<file path="src/rtl/mult_pkg.sv">
// Shared state encoding and sizing helper for the shift-add multiplier.
`default_nettype none

package mult_pkg;

  typedef enum logic [2:0] {
    IDLE  = 3'd0,
    START = 3'd1,
    ADD   = 3'd2,
    SHIFT = 3'd3,
    HOLD  = 3'd4
  } mult_state_t;

  function automatic int cnt_width(input int width);
    return (width > 2) ? $clog2(width) : 1;
  endfunction

endpackage

`default_nettype wire

</file>
<file path="src/rtl/mult_addsub.sv">
// WIDTH+1-bit adder/subtractor; sext selects sign- or zero-extension of both operands.
`default_nettype none

module mult_addsub #(
  parameter int WIDTH = 8
) (
  input  logic [WIDTH-1:0] a,
  input  logic [WIDTH-1:0] m,
  input  logic             sub,
  input  logic             sext,
  output logic [WIDTH:0]   sum
);

  logic [WIDTH:0] a_ext;
  logic [WIDTH:0] m_ext;

  assign a_ext = {sext & a[WIDTH-1], a};
  assign m_ext = {sext & m[WIDTH-1], m};
  // Carry out of WIDTH+1 bits is dropped by the result width
  assign sum   = sub ? (a_ext - m_ext) : (a_ext + m_ext);

endmodule

`default_nettype wire

</file>
<file path="src/rtl/shift_add_mult.sv">
// Sequential shift-add multiplier: product of latched S and register B ends up in {A,B}.
// Define MULT_SIGNED_EN for two's-complement operation; unsigned otherwise.
`default_nettype none

module shift_add_mult
  import mult_pkg::*;
#(
  parameter int WIDTH = 8
) (
  input  logic             Clk,
  input  logic             Reset,
  input  logic             Run,
  input  logic             ClearA_LoadB,
  input  logic [WIDTH-1:0] S,
  output logic [WIDTH-1:0] Aval,
  output logic [WIDTH-1:0] Bval,
  output logic             X,
  output logic             Busy,
  output logic             Done
);

  localparam int               CNT_W    = cnt_width(WIDTH);
  localparam logic [CNT_W-1:0] CNT_LAST = CNT_W'(WIDTH - 1);

`ifdef MULT_SIGNED_EN
  localparam logic SIGNED_MODE = 1'b1;
`else
  localparam logic SIGNED_MODE = 1'b0;
`endif

  mult_state_t      state;
  logic [WIDTH-1:0] a;
  logic [WIDTH-1:0] b;
  logic [WIDTH-1:0] m;
  logic             x;
  logic [CNT_W-1:0] cnt;
  logic             busy;
  logic             done;

  logic             sub_last;
  logic [WIDTH:0]   sum;

  // The multiplier's sign bit carries negative weight, hence the final subtract
  assign sub_last = SIGNED_MODE && (cnt == CNT_LAST);

  mult_addsub #(.WIDTH(WIDTH)) u_addsub (
    .a    (a),
    .m    (m),
    .sub  (sub_last),
    .sext (SIGNED_MODE),
    .sum  (sum)
  );

  always_ff @(posedge Clk or posedge Reset) begin
    if (Reset) begin
      state <= IDLE;
      a     <= '0;
      b     <= '0;
      m     <= '0;
      x     <= 1'b0;
      cnt   <= '0;
      busy  <= 1'b0;
      done  <= 1'b0;
    end else begin
      case (state)
        IDLE: begin
          if (Run) begin
            state <= START;
            busy  <= 1'b1;
          end else if (ClearA_LoadB) begin
            a <= '0;
            x <= 1'b0;
            b <= S;
          end
        end
        START: begin
          a     <= '0;
          x     <= 1'b0;
          m     <= S;
          cnt   <= '0;
          state <= ADD;
        end
        ADD: begin
          if (b[0]) {x, a} <= sum;
          state <= SHIFT;
        end
        SHIFT: begin
          a <= {x, a[WIDTH-1:1]};
          b <= {a[0], b[WIDTH-1:1]};
          // Unsigned: X was a carry, consumed by this shift
          if (!SIGNED_MODE) x <= 1'b0;
          if (cnt == CNT_LAST) begin
            state <= HOLD;
            busy  <= 1'b0;
            done  <= 1'b1;
          end else begin
            cnt   <= cnt + 1'b1;
            state <= ADD;
          end
        end
        HOLD: begin
          if (!Run) begin
            state <= IDLE;
            done  <= 1'b0;
          end
        end
        default: state <= IDLE;
      endcase
    end
  end

  assign Aval = a;
  assign Bval = b;
  assign X    = x;
  assign Busy = busy;
  assign Done = done;

endmodule

`default_nettype wire

</file>
<file path="config.mk">
export PLATFORM = sky130hd
export DESIGN_NAME = shift_add_mult
export DESIGN_NICKNAME = d
export VERILOG_FILES = /design/src/rtl/mult_pkg.sv /design/src/rtl/mult_addsub.sv /design/src/rtl/shift_add_mult.sv
export SDC_FILE = /design/constraint.sdc
export NUM_CORES = 1
export LEC_CHECK = 0
export CAP_MARGIN = 20
export CELL_PAD_IN_SITES_DETAIL_PLACEMENT = 2
export CELL_PAD_IN_SITES_GLOBAL_PLACEMENT = 2
export CORE_MARGIN = 2
export CORE_UTILIZATION = 35
export CTS_CLUSTER_SIZE = 30
export DETAILED_ROUTE_END_ITERATION = 10
export PLACE_DENSITY_LB_ADDON = 0.05
export SLEW_MARGIN = 15
export SYNTH_ARGS = -nofsm -noshare
export SYNTH_HDL_FRONTEND = slang
export SYNTH_SLANG_ARGS = --single-unit
</file>
<file path="constraint.sdc">
create_clock -name Clk -period 4.77 [get_ports Clk]
set_input_delay 0.954 -clock Clk [delete_from_list [all_inputs] [get_ports Clk]]
set_output_delay 0.954 -clock Clk [all_outputs]
set_load 0.005 [all_outputs]
</file>
==> flow_metrics.tcl <==
set metrics [dict create \
    required_ns 4.95 \
    antenna_found_initial 0 \
    fin_tns_setup_ns 0 \
    final_max_slew_viol_count 0 \
    critPathKind "input port to flip-flop" \
    yosysUniqueCellTypes 40 \
    overflow 0 \
    cts-hold-fix-buffers 0 \
    crit_path_end_kind "flip-flop" \
    arrival_ns 2.72 \
    worst_pin_slew_ns 0.589 \
    grt_usage_pct 19.4 \
    leakage_uw 0.000996 \
    hold_viol 0 \
    final_cell_mix "35 x nand2_1, 33 x dfrtp_1, 30 x clkdlybuf4s50_1" \
    cp-start-kind "input port" \
    ys_seq_area_share_pct 45.0 \
    synth_area_um2 1840 \
    critical_path.endpoint "Aval[6]" \
    via_per_inst 5.29 \
    yosysTopAreaCell "dfrtp_1" \
    first_pass_iters 4 \
    finish.utilization_pct 44.5 \
    finalNetCount 245 \
    path_buf_inv 1 \
    antenna_cells 0 \
    regToRegEndpoint "Aval[6]" \
    design_area_um2 2260 \
    ant_nets 0 \
    ys_warn_count 0 \
    ios 31 \
    io_buffers 30 \
    synth_nets 214 \
    ys_ff_latch 33 \
    grt_max_degree 22 \
    htreeDepth 2 \
    postCtsSetupRepairBufs 0 \
    rows 26 \
    drive_gt1_share_pct 5.38 \
    initial_utilization_pct 36.2 \
    layout_commonest_cell "nand2_1" \
    p_sw_uw 740 \
    synth_ff_type "dfrtp_1" \
    route.detailed.drc 0 \
    relSlewSlack_pct 60.8 \
    vias 1550 \
    path_max_fanout 9 \
    clock_latency_ns 0.28 \
    wl_um 5100 \
    swShare_pct 43.1 \
    avgSynthCellArea_um2 9.62 \
    power_density_nw_per_um2 760 \
    maxCapViolations 0 \
    wl_per_cell_um 17.4 \
    synth_edf_count 0 \
    ctsResizeCount 0 \
    finalSetupViolCount 0 \
    crit_family "simple AND/OR/NAND/NOR gates" \
    rsz0062_at_grt "false" \
    area_delta_synth_final_pct 23.0 \
    timing.rr.start "Aval[0]" \
    vdd_ir_drop_max_uv 310 \
    ff2ff_setup_slack_ns 2.76 \
    coreArea_um2 5070 \
    cts_tree "done" \
    critPathLaunch "Run" \
    placed_area_um2 2180 \
    grt_pass1_vias 1730 \
    grt_first_pass_wirelength_um 8970 \
    hpwl_um 3880 \
    syn_inst 191 \
    whs_ns 0.504 \
    hp-class "flip-flop to flip-flop" \
    path_cells "clkdlybuf4s50_1 -> nor3b_1 -> a211oi_1 -> or2_0 -> a22oi_1 -> o31ai_1" \
    cts_buffers 5 \
    clock_skew_ns 0.00913 \
    p_int_uw 977 \
    fmax_ghz 0.395 \
    die_w_um 76.4 \
    outcome "complete, no violations" \
    path_clk_slew_ns 0.07 \
    cpPeakStageDelay_ns 0.57 \
    worstRegToRegCells 8 \
    place_congestion 0.781 \
    clkPwrFrac_pct 12.1 \
    drtIter0Drc 43 \
    pwr-share-comb_pct 55.7 \
    cts_root_buffer "clkbuf_8" \
    synth_top_area_share_pct 45.0 \
    fp.dieH_um 76.4 \
    cts_buffer_depth 2 \
    async_flop_share_pct 100 \
    fin_crit_sh_pct 53.1 \
    ys_top_cells_by_area "dfrtp_1 45%, nand2_1 7.2%, ha_1 6.8%" \
    path_depth 6 \
    die_area_um2 5840 \
    seqPwrFrac_pct 32.2 \
    period_needed_ns 2.53 \
    cts_sinks 33 \
    slowest_stage "clkdlybuf4s50_1" \
]
==> layer usage <==
layer	GRT usage, %	up-vias	share of wire (%)
met1	24.8	777	45
met3	3.55	8	2.9
met4	5.09	0	1.2
met5	0	-	0
li1	-	741	-
met2	33.7	24	51
==> area by class of cell <==
type	count	area (um^2)
Clock buffer	6	72.6
Clock inverter	2	10.0
Fill cell	565	2820
Inverter	5	18.8
Multi-Input combinational cell	146	937
Sequential cell	33	826
Tap cell	70	87.6
Timing Repair Buffer	31	308
==> cells by family (layout without fill, tap and decap cells) <==
family                     count (synthesis)  in the layout  share of synthesized area (%)
and+or+nand+nor                           75             75                           19.1
buffers and inverters                     12             44                           4.02
muxes                                      9              9                           4.90
xor gates and xnor gates                   2              2                          0.954
DFF                                       33             33                           45.0
adders and majority gates                 11             11                           7.90
AOI/OAI and AO/OA                         49             49                           18.1
==> power groups by stage <==
| stage | combinational (uW) | clock (uW) | sequential [uW] |
|---|---|---|---|
| floorplan | 674 | 0 | 508 |
| global placement | 900 | 0 | 548 |
| detailed placement | 963 | 0 | 561 |
| CTS | 969 | 216 | 556 |
| global route | 1090 | 227 | 581 |
| finish | 957 | 207 | 553 |
==> per-stage QoR <==
step	instances	power, uW	setup slack (ns)
6_report	293	1720	2.24
4_1_cts	293	1740	2.23
3_3_place_gp	285	1450	2.12
3_5_place_dp	285	1520	1.94
2_1_floorplan	191	1180	2.84
5_1_grt	293	1900	2.03
==> state kept, by name (all words and copies together) (netlist names) <==
signal / flops
Aval: 8
Busy: 1
Bval: 8
Done: 1
X: 1
cnt: 3
m: 8
state: 3
==> Yosys cell counts (2+ instances only) <==
library cell  count
a211o_1           2
a211oi_1          2
a21oi_1          12
a221oi_1          3
a22oi_1           4
a31oi_1           2
buf_2             2
buf_4             3
buf_6             2
dfrtp_1          33
ha_1             10
inv_1             5
mux2i_1           9
nand2_1          35
nand3b_1          2
nor2_1           21
nor2b_1           2
nor3_1            4
nor3b_1           2
o21a_1            3
o21ai_0          10
o31a_1            2
o31ai_1           3
xnor2_1           2
==> worst min path at each step <==
stage | startpoint | to | depth (start not counted)
6_report | m[6] | m[6] | 2
5_1_grt | m[7] | m[7] | 2
4_1_cts | m[4] | m[4] | 2
3_5_place_dp | m[4] | m[4] | 2
3_3_place_gp | cnt[0] | cnt[0] | 1
2_1_floorplan | m[0] | m[0] | 2
==> worst register-to-register path: stages, from the launching register on <==
cell and delay (ns):
dfrtp_1 0.41, ha_1 0.22, inv_1 0.07, fa_1 0.41
nor2b_1 0.19, o31a_1 0.20, o21a_1 0.14, nor3_1 0.05
o31ai_1 0.23
Note: power is estimated with default switching activity, not from simulation.
